### config.mk
export PLATFORM = sky130hd
export DESIGN_NAME = imem_loader
export DESIGN_NICKNAME = d
export VERILOG_FILES = /design/src/rtl/imem_loader.sv
export SDC_FILE = /design/constraint.sdc
export NUM_CORES = 1
export LEC_CHECK = 0
export CORE_MARGIN = 3
export CORE_UTILIZATION = 40
export CTS_CLUSTER_SIZE = 30
export DETAILED_ROUTE_END_ITERATION = 7
export PLACE_DENSITY_LB_ADDON = 0.2
export SYNTH_ARGS = -nofsm -noshare
export SYNTH_HDL_FRONTEND = slang
export SYNTH_SLANG_ARGS = --single-unit
### constraint.sdc
create_clock -name clk -period 2.1 [get_ports clk]
set_input_delay 0.42 -clock clk [delete_from_list [all_inputs] [get_ports clk]]
set_output_delay 0.42 -clock clk [all_outputs]
set_load 0.05 [all_outputs]
### src/rtl/imem_loader.sv
// imem_loader: byte-stream program loader for the instruction memory.
// Parses frames of the form A5, count_hi, count_lo, count x 4-byte words
// (MSB first), then optionally a checksum byte. The core is held in reset
// (cpu_hold) until a complete, valid image has been written.
// Optional feature: define LOADER_CHECKSUM_EN to require a trailing XOR
// checksum byte over count_hi, count_lo and all data bytes.
module imem_loader #(
    parameter logic [31:0] ADDR_BASE = 32'h0000_0000,
    parameter int unsigned MAX_WORDS = 256
) (
    input  logic        clk,
    input  logic        rst,
    input  logic        in_valid,
    input  logic [7:0]  in_data,
    output logic        in_ready,
    output logic        imem_we,
    output logic [31:0] imem_addr,
    output logic [31:0] imem_wdata,
    output logic        cpu_hold,
    output logic        done,
    output logic        error,
    output logic [15:0] words_loaded
);

    localparam logic [7:0]  MAGIC   = 8'hA5;
    localparam logic [16:0] MAX_CNT = 17'(MAX_WORDS);

    typedef enum logic [2:0] {
        IDLE,
        CNT_HI,
        CNT_LO,
        DATA,
        WRITE,
`ifdef LOADER_CHECKSUM_EN
        CHK,
`endif
        DONE,
        ERR
    } state_t;

    // State entered once the last word (or an empty image) has been consumed.
`ifdef LOADER_CHECKSUM_EN
    localparam state_t FINISH = CHK;
`else
    localparam state_t FINISH = DONE;
`endif

    state_t      state;
    state_t      state_next;
    logic [15:0] count_q;
    logic [1:0]  byte_idx;
    logic [31:0] word_q;
    logic        accept;
    logic [15:0] count_full;
    logic        last_word;

    assign in_ready   = (state != WRITE);
    assign accept     = in_valid && in_ready;
    assign count_full = {count_q[15:8], in_data};
    assign last_word  = ((words_loaded + 16'd1) == count_q);

`ifdef LOADER_CHECKSUM_EN
    logic [7:0] chk_q;

    // Running XOR over count and data bytes; cleared by each magic byte.
    always_ff @(posedge clk or negedge rst) begin
        if (!rst) begin
            chk_q <= '0;
        end else if (accept) begin
            case (state)
                IDLE, DONE, ERR: if (in_data == MAGIC) chk_q <= '0;
                CNT_HI, CNT_LO, DATA: chk_q <= chk_q ^ in_data;
                default: ;
            endcase
        end
    end
`endif

    // State register.
    always_ff @(posedge clk or negedge rst) begin
        if (!rst) state <= IDLE;
        else      state <= state_next;
    end

    // Next-state decode from the current state and the accepted byte.
    always_comb begin
        state_next = state;
        case (state)
            IDLE, DONE, ERR: begin
                if (accept && in_data == MAGIC) state_next = CNT_HI;
            end
            CNT_HI: begin
                if (accept) state_next = CNT_LO;
            end
            CNT_LO: begin
                if (accept) begin
                    if ({1'b0, count_full} > MAX_CNT) state_next = ERR;
                    else if (count_full == '0)        state_next = FINISH;
                    else                              state_next = DATA;
                end
            end
            DATA: begin
                if (accept && byte_idx == 2'd3) state_next = WRITE;
            end
            WRITE: begin
                state_next = last_word ? FINISH : DATA;
            end
`ifdef LOADER_CHECKSUM_EN
            CHK: begin
                if (accept) state_next = (in_data == chk_q) ? DONE : ERR;
            end
`endif
            default: state_next = IDLE;
        endcase
    end

    // Datapath: count capture, word assembly, write strobe and status flags.
    // Status flags are registered from state_next so they change on the same
    // edge as the state while staying glitch-free toward the core reset.
    always_ff @(posedge clk or negedge rst) begin
        if (!rst) begin
            count_q      <= '0;
            byte_idx     <= '0;
            word_q       <= '0;
            imem_we      <= 1'b0;
            imem_addr    <= '0;
            imem_wdata   <= '0;
            words_loaded <= '0;
            done         <= 1'b0;
            error        <= 1'b0;
            cpu_hold     <= 1'b1;
        end else begin
            imem_we  <= 1'b0;
            done     <= (state_next == DONE);
            error    <= (state_next == ERR);
            cpu_hold <= (state_next != DONE);
            case (state)
                IDLE, DONE, ERR: begin
                    if (accept && in_data == MAGIC) words_loaded <= '0;
                end
                CNT_HI: begin
                    if (accept) count_q[15:8] <= in_data;
                end
                CNT_LO: begin
                    if (accept) begin
                        count_q[7:0] <= in_data;
                        byte_idx     <= '0;
                    end
                end
                DATA: begin
                    if (accept) begin
                        word_q   <= {word_q[23:0], in_data};
                        byte_idx <= byte_idx + 2'd1;
                        if (byte_idx == 2'd3) begin
                            imem_we    <= 1'b1;
                            imem_addr  <= ADDR_BASE + {14'b0, words_loaded, 2'b00};
                            imem_wdata <= {word_q[23:0], in_data};
                        end
                    end
                end
                WRITE: begin
                    words_loaded <= words_loaded + 16'd1;
                end
                default: ;
            endcase
        end
    end

endmodule

# Word level (Yosys, flattened, before mapping)
# Index checks and enable logic that the tools add are counted.
[op_classes] n_addsub=2 n_reduce_logical=14 n_mux=16 magnitude_cmp=1 n_eq_ne=16
[ops] op="case mux 16 bit (2 select lines)" count=1
[ops] op="two-way mux 3 bit" count=7
[ops] op="adder 16 x 1 -> 16 bit (second input constant)" count=1
[ops] op="equality test 16 bit" count=1
[ops] op="greater-than comparator 16 x 9 -> 1 bit (second input constant)" count=1
[ops] op="zero test 16 bit" count=1
[ops] op="two-way mux 16 bit" count=1
[ops] op="equality test 3 bit (second input constant)" count=5
[ops] op="case mux 3 bit (5 select lines)" count=1
[ops] op="equality test 8 bit (second input constant)" count=1
[ops] op="AND reduction 2 bit" count=4
[ops] op="equality test 3 x 2 -> 1 bit (second input constant)" count=2
[ops] op="inequality test 2 bit (second input constant)" count=3
[ops] op="inequality test 3 bit (second input constant)" count=2
[ops] op="AND reduction 3 bit" count=2
[ops] op="two-way mux 2 bit" count=2
[ops] op="case mux 2 bit (2 select lines)" count=1
[ops] op="nonzero test 2 bit" count=2
[ops] op="equality test 3 x 1 -> 1 bit (second input constant)" count=1
[ops] op="logical AND 1 bit" count=3
[ops] op="zero test 3 bit" count=1
[ops] op="two-way mux 1 bit" count=3
[ops] op="OR reduction 3 bit" count=1
[ops] op="adder 2 x 1 -> 2 bit (second input constant)" count=1
[ops] op="equality test 2 bit (second input constant)" count=1
[totals] inputBits=11 ff_bits=113

# Depth between registers and ports, before layout
# Gate-level depths: netlist (run 1).
[logic_depth] ltp_word=6 ltp_mapped=9 mapped_depth_nobuf=7

# Least setup slack after synthesis (run 1)
# Ideal clock, no wire load.
[synth_timing] path_kind="register to register" from="reg words_loaded[1]" to="reg done" path_buffers=0 path_slack_ps=-438 period_less_slack_ps=2538 required_time_ps=2032 arrival_ps=2470 path_stages_with_launch=8 cell_sequence="dfrtp_1 -> ha_1 -> nand3_1 -> nor3_2 -> o311ai_0 -> o31a_1 -> nor4_4 -> a32o_1"
[synth_via] elab_chain_cells=5
[synth_rtl] element="from (decl)" line_no="22" rtl="output logic [15:0] words_loaded"
[synth_rtl] element="from (signal assigned)" line_no="162" rtl="words_loaded <= words_loaded + 16'd1;"
[synth_rtl] element="adder 16 x 1 -> 16 bit" line_no="60" rtl="assign last_word = ((words_loaded + 16'd1) == count_q);"
[synth_rtl] element="equality test 16 bit" line_no="60"
[synth_rtl] element="two-way mux 3 bit" line_no="106" rtl="state_next = last_word ? FINISH : DATA;"
[synth_rtl] element="case mux 3 bit (5 select lines)" line_no="88" rtl="case (state)"
[synth_rtl] element="equality test 3 bit" line_no="134" rtl="done <= (state_next == DONE);"
[synth_rtl] element="to (signal assigned)" line_no="134"
[synth_rtl] element="to (decl)" line_no="20" rtl="output logic done,"
# No other way between the ends.
# A chain may end at the register's enable or synchronous reset.

# Worst setup path in the final report (run 1)
[layout_timing] from="reg words_loaded[7]" to="reg done"
# Same word-level chain as after synthesis.

==> results, run 1 <==
- The flow ran to the end, and the final reports show no timing, DRC or antenna violations.
- The number of antenna violations at the first check in global routing is 0.
- The cell with the largest stage delay on the worst path is sky130_fd_sc_hd__or4_1.
- The number of DRC markers after the initial detailed-route iteration is 290.
- Counting tap cells, the placed design contains a total of 827 instances.
- The master cell of the clock root buffer is sky130_fd_sc_hd__clkbuf_16.
- The TritonCTS clock tree is built.
- The initial utilization of the core area, before any placement, comes to 0.417.
- The clock transition at the register clock pins on the worst setup and hold paths after CTS is 60 ps.
- The power density relative to cell area is 1710 mW/mm^2.
- The average cell area after synthesis is 9.94 um^2.
- The area taken by multi-input logic gates is 0.00239 mm^2.
- The critical path in this run is classified as flip-flop to flip-flop.
- After detailed routing, the total wire length is 14,000 um.
- The number of remaining DRC errors is 0.
- For this run, asynchronously set or reset flops after synthesis account for 1.00.
- Headroom to the max-slew limit came out at 0.649.
- For this run, the detailed router's first-pass iteration total came to 5.
- For this run, the register share of the synthesized area comes to 0.526.
- During placement, the flow inserted port buffers numbering 79.
- The total vias in the final route is 4,405.
- The number of antenna diodes in the final layout is 0.
- The first-pass GRT wire length is 23,100 um.
- The clock drives 113 sinks.
- Setup violations remaining at the end of the flow were counted as 0.
- The count of unique library cells instantiated by Yosys is 63.
- After synthesis the cells add up to 0.00538 mm^2.
- The max-slew violation count was 0.
- The leading register cell type out of synthesis is sky130_fd_sc_hd__dfrtp_1.
- The row count is 41.
- The net count reported at finish is 693.
- Pin placement for this block handled 96 I/O pins.
- In this run the horizontal extent of the chip is 122 um.
- Leaving out fill and tap cells, the most frequent cell in the layout is sky130_fd_sc_hd__nand2_1.
- The total overflow left after global routing is 0.
- Across the whole layout, storage elements account for 0.00285 mm^2.
- The clock latency on the worst-skew pair is 410 ps.
- The congestion estimate from routability-driven global placement came to 0.872.
- The type of element launching the critical path is a flip-flop.
- For this run, the number of standard cells in the final layout without fillers is 865.
- The longest clock path from root to sink contains 2 buffers.
- Summed over all cells, the static leakage comes to 0.00354 uW.
- The area enclosed by the die boundary is 0.0149 mm^2.
- Once routing completed, OpenROAD measured the worst setup slack at 8.07 ps.
- In this run, synthesis inferred 0 flip-flops with an integrated enable.
- Traced cell by cell, the critical path runs through and4_4, nand3_2, or4_1, and3_4, nor4_4, a32o_1.
- Leaving out fill and tap cells, the most frequent cells in the layout are sky130_fd_sc_hd__nand2_1 (162), sky130_fd_sc_hd__dfrtp_1 (97), sky130_fd_sc_hd__buf_4 (83).
- The post-detailed-placement half-perimeter wirelength is 9880 um.
- At the pin with the least slew margin, the transition time is 525 ps.
- The maximum cell stage delay along the critical path is 510 ps.
- The number of standard cells after synthesis is 541.
- In the finished design, the share of the clock period the worst path needs comes to 0.996.
- The highest attainable clock frequency is 478 MHz.
- The arrival time of data at the critical path endpoint is 2440 ps.
- At the worst endpoint, the required time is 2450 ps.
- Fill cells in the final layout number 1,093.
- Before CTS, the worst setup slack after placement is -672 ps.
- The number of global-route vias before repair is 4,477.
- In the final layout, the share of cells above drive strength 1 is 0.297.
- The floorplan step defined a core boundary enclosing 0.0129 mm^2.
- The average wire per standard cell is 16.2 um.
- The worst hold slack after final layout is 447 ps.
- In the routed layout, each cell is associated on average with a via count of 5.09.
- The largest area contributor in the netlist is sky130_fd_sc_hd__dfrtp_1.
- The TritonCTS buffer count is 17.
- The number of violations of the max-capacitance limit is 0.
- The detail route stage leaves a number of antenna-violating nets equal to 0.
- By area the synthesized netlist is led by sky130_fd_sc_hd__dfrtp_1 (52%), sky130_fd_sc_hd__nand2_1 (11%), sky130_fd_sc_hd__mux2_2 (8.4%).
- The yosys synthesis warning count is 0.
- The setup clock skew after layout is 5.38 ps.
- The maximum net fanout on the critical path is 6.
- The worst min-delay path category is input pin to async pin.
- Setup repair after global routing could not meet its margin everywhere.
- The H-tree depth is 4.
- The global-route usage over all layers is 0.202.
- The growth of design area from synthesis to finish is 39.6%.
- The design draws 12,900 uW.
- Of the post-synthesis cell area, the dominant cell type holds 0.521.
- Entering global routing, the biggest net connects 53 pins.
- The worst-case IR drop observed on VDD is 1.05 mV.
- The type of element capturing the critical path is a flip-flop.
- The hold violation total from the final report was 0.
- The height of the die is 122 um.
- The clock period could shrink to 2090 ps.
- In this run, synthesis produced a sequential element count of 113.
-- worst max-delay path, delay by kind of cell, from the launching register on --
| family | cells | cell delay [ps] |
|---|---|---|
| and+or+nand+nor | 5 | 1380 |
| DFF | 1 | 420 |
| AOI/OAI and AO/OA | 1 | 230 |
-- flip-flops by register name (all words and copies together), names as in the netlist --
signal	count
cpu_hold	1
byte_idx	2
done	1
error	1
words_loaded	16
imem_we	1
imem_wdata	32
word_q	24
state	3
count_q	16
imem_addr	16
-- cell type report --
| type | count | area share |
|---|---|---|
| inverters | 6 | 0.00367 |
| flip-flops and latches | 113 | 0.380 |
| repair buffers | 155 | 0.186 |
| clock buffers | 19 | 0.0603 |
| clock inverters | 13 | 0.0235 |
| well taps | 172 | 0.0287 |
| multi-input cells | 387 | 0.318 |
-- metrics by stage --
stage	cell area [um^2]	TNS [ps]	utilization
after floorplan	5520	-452	-
after global placement	6750	-13870	0.524
after detailed placement	6750	-18320	0.524
after CTS	7430	-36.0	0.577
after global routing	7510	-130	0.583
final	7510	0	0.583
-- what timing repair did --
| item | CTS | global route |
|---|---|---|
| hold buffers | 1 | 0 |
| resized for setup | 11 | 14 |
| hold endpoints to repair | 20 | 0 |
| setup buffers | 3 | 2 |
| setup endpoints to repair | 26 | 7 |
| pin swaps | 7 | 13 |
-- Yosys cell counts, types with 2 or more instances --
| cell | instances |
|---|---|
| sky130_fd_sc_hd__nand2_1 | 162 |
| sky130_fd_sc_hd__dfrtp_1 | 112 |
| sky130_fd_sc_hd__mux2_2 | 40 |
| sky130_fd_sc_hd__buf_4 | 21 |
| sky130_fd_sc_hd__o21ai_0 | 21 |
| sky130_fd_sc_hd__clkbuf_1 | 18 |
| sky130_fd_sc_hd__nor2_1 | 13 |
| sky130_fd_sc_hd__o21ai_1 | 11 |
| sky130_fd_sc_hd__xnor2_1 | 11 |
| sky130_fd_sc_hd__nand3_1 | 10 |
| sky130_fd_sc_hd__a21oi_1 | 9 |
| sky130_fd_sc_hd__xor2_1 | 8 |
| sky130_fd_sc_hd__and3_1 | 7 |
| sky130_fd_sc_hd__buf_2 | 7 |
| sky130_fd_sc_hd__a31oi_1 | 6 |
| sky130_fd_sc_hd__inv_1 | 5 |
| sky130_fd_sc_hd__nand4_1 | 5 |
| sky130_fd_sc_hd__o31ai_1 | 5 |
| sky130_fd_sc_hd__and4_1 | 4 |
| sky130_fd_sc_hd__nor2b_1 | 4 |
| sky130_fd_sc_hd__nor3_1 | 3 |
| sky130_fd_sc_hd__nor3b_1 | 3 |
| sky130_fd_sc_hd__nor4_1 | 3 |
| sky130_fd_sc_hd__nor4b_1 | 3 |
| sky130_fd_sc_hd__a21boi_0 | 2 |
| sky130_fd_sc_hd__a31o_1 | 2 |
| sky130_fd_sc_hd__a32oi_1 | 2 |
| sky130_fd_sc_hd__and2_1 | 2 |
| sky130_fd_sc_hd__buf_1 | 2 |
| sky130_fd_sc_hd__ha_1 | 2 |
| sky130_fd_sc_hd__o211ai_1 | 2 |
| sky130_fd_sc_hd__o311ai_0 | 2 |
| sky130_fd_sc_hd__o41ai_1 | 2 |
| sky130_fd_sc_hd__or3_1 | 2 |
| sky130_fd_sc_hd__or4_1 | 2 |
-- path summary, 6_finish.rpt --
check	slack [ps]	end	depth (start not counted)	start
max reg2reg	8	done	6	words_loaded[7]
min	450	imem_addr[6]	2	rst
max	8	done	6	words_loaded[7]
max in group asynchronous	1020	cpu_hold	3	rst
min in group clk	470	imem_wdata[24]	2	word_q[16]
min reg2reg	470	imem_wdata[24]	2	word_q[16]
-- report_power, final --
group          total (uW)  switching, uW  internal [uW]
clock                3030           1080           1950
combinational        5910           3590           2330
sequential           3930            785           3140
total               12900           5450           7420
-- cells by family after synthesis --
logic type	synth area share
DFF	0.526
adders and majority gates	0.00652
buffers and inverters	0.0598
and+or+nand+nor	0.199
xor gates and xnor gates	0.0310
other	0.000698
muxes	0.0857
AOI/OAI and AO/OA	0.0908
-- metal layers --
metal	wire length, um	GRT usage	vias up
li1	-	-	2094
met1	6350	0.269	2181
met2	6780	0.320	118
met3	714	0.0580	12
met4	131	0.0616	0
met5	0	0	-
No activity file was read; power rests on OpenSTA's default activity.
==> inputs of run 2 (changes only) <==
--- a/config.mk
+++ b/config.mk
@@ -5,10 +5,12 @@
 export SDC_FILE = /design/constraint.sdc
 export NUM_CORES = 1
 export LEC_CHECK = 0
+export CORE_ASPECT_RATIO = 1.25
 export CORE_MARGIN = 3
 export CORE_UTILIZATION = 40
 export CTS_CLUSTER_SIZE = 30
 export DETAILED_ROUTE_END_ITERATION = 7
+export GPL_ROUTABILITY_DRIVEN = 0
 export PLACE_DENSITY_LB_ADDON = 0.2
 export SYNTH_ARGS = -nofsm -noshare
 export SYNTH_HDL_FRONTEND = slang
==> run 2 against run 1 <==
Clock power barely moved. Sequential power shrank 1%. Routed wire length decreased by 2.8%. Non-clock buffer count shrank 3. Fmax shrank 1.1%. Worst setup slack lost 24 ps. Largest power group unchanged. Largest cell class unchanged. The run now ends with negative setup slack left. Via count is 0.32% lower. Power fell by 0.70%.
==> results, run 2 (synthesis gave the netlist of run 1 again) <==
- IR analysis of the VDD net gives a maximum drop of 0.920 mV.
- Measured against its own limit, the worst slew margin works out to 0.644.
- Data arrives at the worst endpoint at 2460 ps.
- The maximum net fanout on the critical path is 5.
- Setup total negative slack on the finished layout was measured at -15.8 ps.
- The analysis attributes to cell leakage a power of 0.00352 uW.
- The post-route worst setup slack is -15.8 ps.
- The max-slew violation count is 0.
- Relative to the synthesized area, the layout overhead comes to 38.6%.
- Dividing the detail-routed wire length by the instance count gives 15.8 um.
- The port buffer count is 79.
- The checks that failed: negative setup slack.
- Entering global routing, the biggest net connects 48 pins.
- In the final layout, the share of cells above drive strength 1 is 0.284.
- The power density relative to cell area is 1720 mW/mm^2.
- The number of remaining DRC errors is 0.
- The setup clock skew after layout is 8.70 ps.
- The startpoint identified for the worst register-to-register timing path is words_loaded[1].
- The number of antenna-violating nets in the routed design is 0.
- The design draws 12,800 uW.
- The final critical path time including I/O delays and setup is 2120 ps.
- Setup violations remaining at the end of the flow were counted as 1.
- For the pin with the worst max-slew slack, the measured transition is 532 ps.
- In the final layout, the multi-input gates occupy 0.00238 mm^2.
- The depth of the worst register-to-register path is 7.
- In the layout the commonest cells are sky130_fd_sc_hd__nand2_1 (162), sky130_fd_sc_hd__dfrtp_1 (97), sky130_fd_sc_hd__buf_4 (81).
- The highest attainable clock frequency is 473 MHz.
- More flip-flops sit in one register than any other, and that register is imem_wdata.
- The first global-routing pass estimated 22,400 um of wire.
- The master cell of the clock root buffer is sky130_fd_sc_hd__clkbuf_16.
- In the final layout, the registers with the most flip-flops are imem_wdata x32, word_q x24.
- The TritonCTS clock tree is built.
- The clock tree buffer depth is 2.
- The die covers 0.0149 mm^2.
- CTS built an H-tree with a depth of 4.
- The startpoint-to-endpoint class of the critical path is flip-flop to flip-flop.
- The hold violation total from the final report is 0.
- Clock tree synthesis found a total of 113 sinks.
- The worst register-to-register path ends at done.
- Clock-pin slew was measured on the worst setup and hold paths at 60 ps.
- The worst min-delay path category is input pin to async pin.
- The number of global-route vias before repair is 4,419.
- The floorplan die width is 110 um.
- The routed wire length is 13,600 um.
- The post-route cell area is 0.00745 mm^2.
- Measured on the finished design, the core utilization comes to 0.578.
- The number of violations of the max-capacitance limit is 0.
- For this block, the via count after detailed routing is 4,391.
- The clock latency on the worst-skew pair is 410 ps.
- The area inside the core boundary is 0.0129 mm^2.
- The worst setup path is captured at a flip-flop.
- The height of the die is 136 um.
- The worst register-to-register path has a setup slack of -20 ps.
- The post-detailed-placement half-perimeter wirelength is 9860 um.
- The first TritonRoute pass finished after 5 iterations.
- The count of boundary I/O pins is 96.
- The flow ran to the end, but the final reports show violations.
- The final-layout fill cell count is 1,155.
- The number of flip-flops under the largest register name is 32.
- The data required time of the critical path is 2440 ps.
- The TritonCTS buffer count is 17.
- The initial utilization of the core area, before any placement, comes to 0.417.
- The number of antenna violations at the first check in global routing is 0.
- Once placement finished, the instance area stood at 0.00672 mm^2.
- The net count reported at finish is 690.
- Setup repair after global routing could not meet its margin everywhere.
- Dividing the final minimum period by the clock period gives 1.01.
- Summing all flip-flop and latch instances after layout gives 0.00285 mm^2.
- The number of DRC markers after the initial detailed-route iteration is 251.
- The via density per instance is 5.12.
- 0 antenna diodes ended up in the layout.
- STA classifies the critical path startpoint as a flip-flop.
- The floorplan has 46 rows.
- The most common library cell in the layout ignoring fill and taps is sky130_fd_sc_hd__nand2_1.
- Across every metal layer, demand over resource in global routing totals 0.195.
- Summed over all layers, the global routing overflow is 0.
[run 2: layout make-up]
| class | count | share of cell area |
|---|---|---|
| sequential | 113 | 0.383 |
| tap | 168 | 0.0282 |
| multi-input combinational | 387 | 0.319 |
| clock inverter | 13 | 0.0235 |
| inverter | 6 | 0.00319 |
| timing repair buffer | 152 | 0.183 |
| clock buffer | 19 | 0.0608 |
[run 2: repair_timing]
| item | 4_1_cts | 5_1_grt |
|---|---|---|
| hold buffers | 1 | 0 |
| endpoints found under the setup margin | 27 | 6 |
| setup buffers | 5 | 0 |
| pin swaps | 5 | 2 |
| hold endpoints to repair | 7 | 0 |
| resized for setup | 12 | 6 |
[run 2: how the worst max path moves through the flow]
stage | from | endpoint | slack (ps)
2_1_floorplan | words_loaded[12] | done | -130
3_3_place_gp | in_data[5] | words_loaded[2] | -520
3_5_place_dp | in_data[0] | words_loaded[2] | -550
4_1_cts | words_loaded[0] | done | -30
5_1_grt | words_loaded[0] | done | -120
6_report | words_loaded[1] | done | -20
[run 2: per-stage QoR]
| stage | hold slack, ps | instances | setup slack (ps) |
|---|---|---|---|
| finish | 394 | 858 | -15.8 |
| CTS | 379 | 858 | -29.6 |
| floorplan | 124 | 556 | -131 |
| global placement | 267 | 820 | -515 |
| global route | 404 | 858 | -116 |
| detailed placement | 268 | 820 | -552 |
[run 2: routing by layer]
layer  GRT usage  wire length [um]  vias up
met5           0                 0        -
met3      0.0458               660       20
met4      0.0755               284        0
met2       0.322              6800      134
met1       0.244              5840     2146
li1            -                 -     2091
[run 2: report_power, final]
group          internal, uW  total (uW)  leakage [uW]  switching [uW]
Sequential             3140        3890       0.00143             744
Combinational          2320        5890       0.00178            3570
Clock                  1950        3000      0.000301            1050
Total                  7410       12800       0.00352            5370
[run 2: worst max-delay path, stage by stage, from the launching register on]
cell	delay (ps)
sky130_fd_sc_hd__dfrtp_4	520
sky130_fd_sc_hd__ha_4	180
sky130_fd_sc_hd__nand3_2	70
sky130_fd_sc_hd__nand2_1	50
sky130_fd_sc_hd__or4_1	460
sky130_fd_sc_hd__and3_4	190
sky130_fd_sc_hd__nor4_4	360
sky130_fd_sc_hd__a32o_1	220
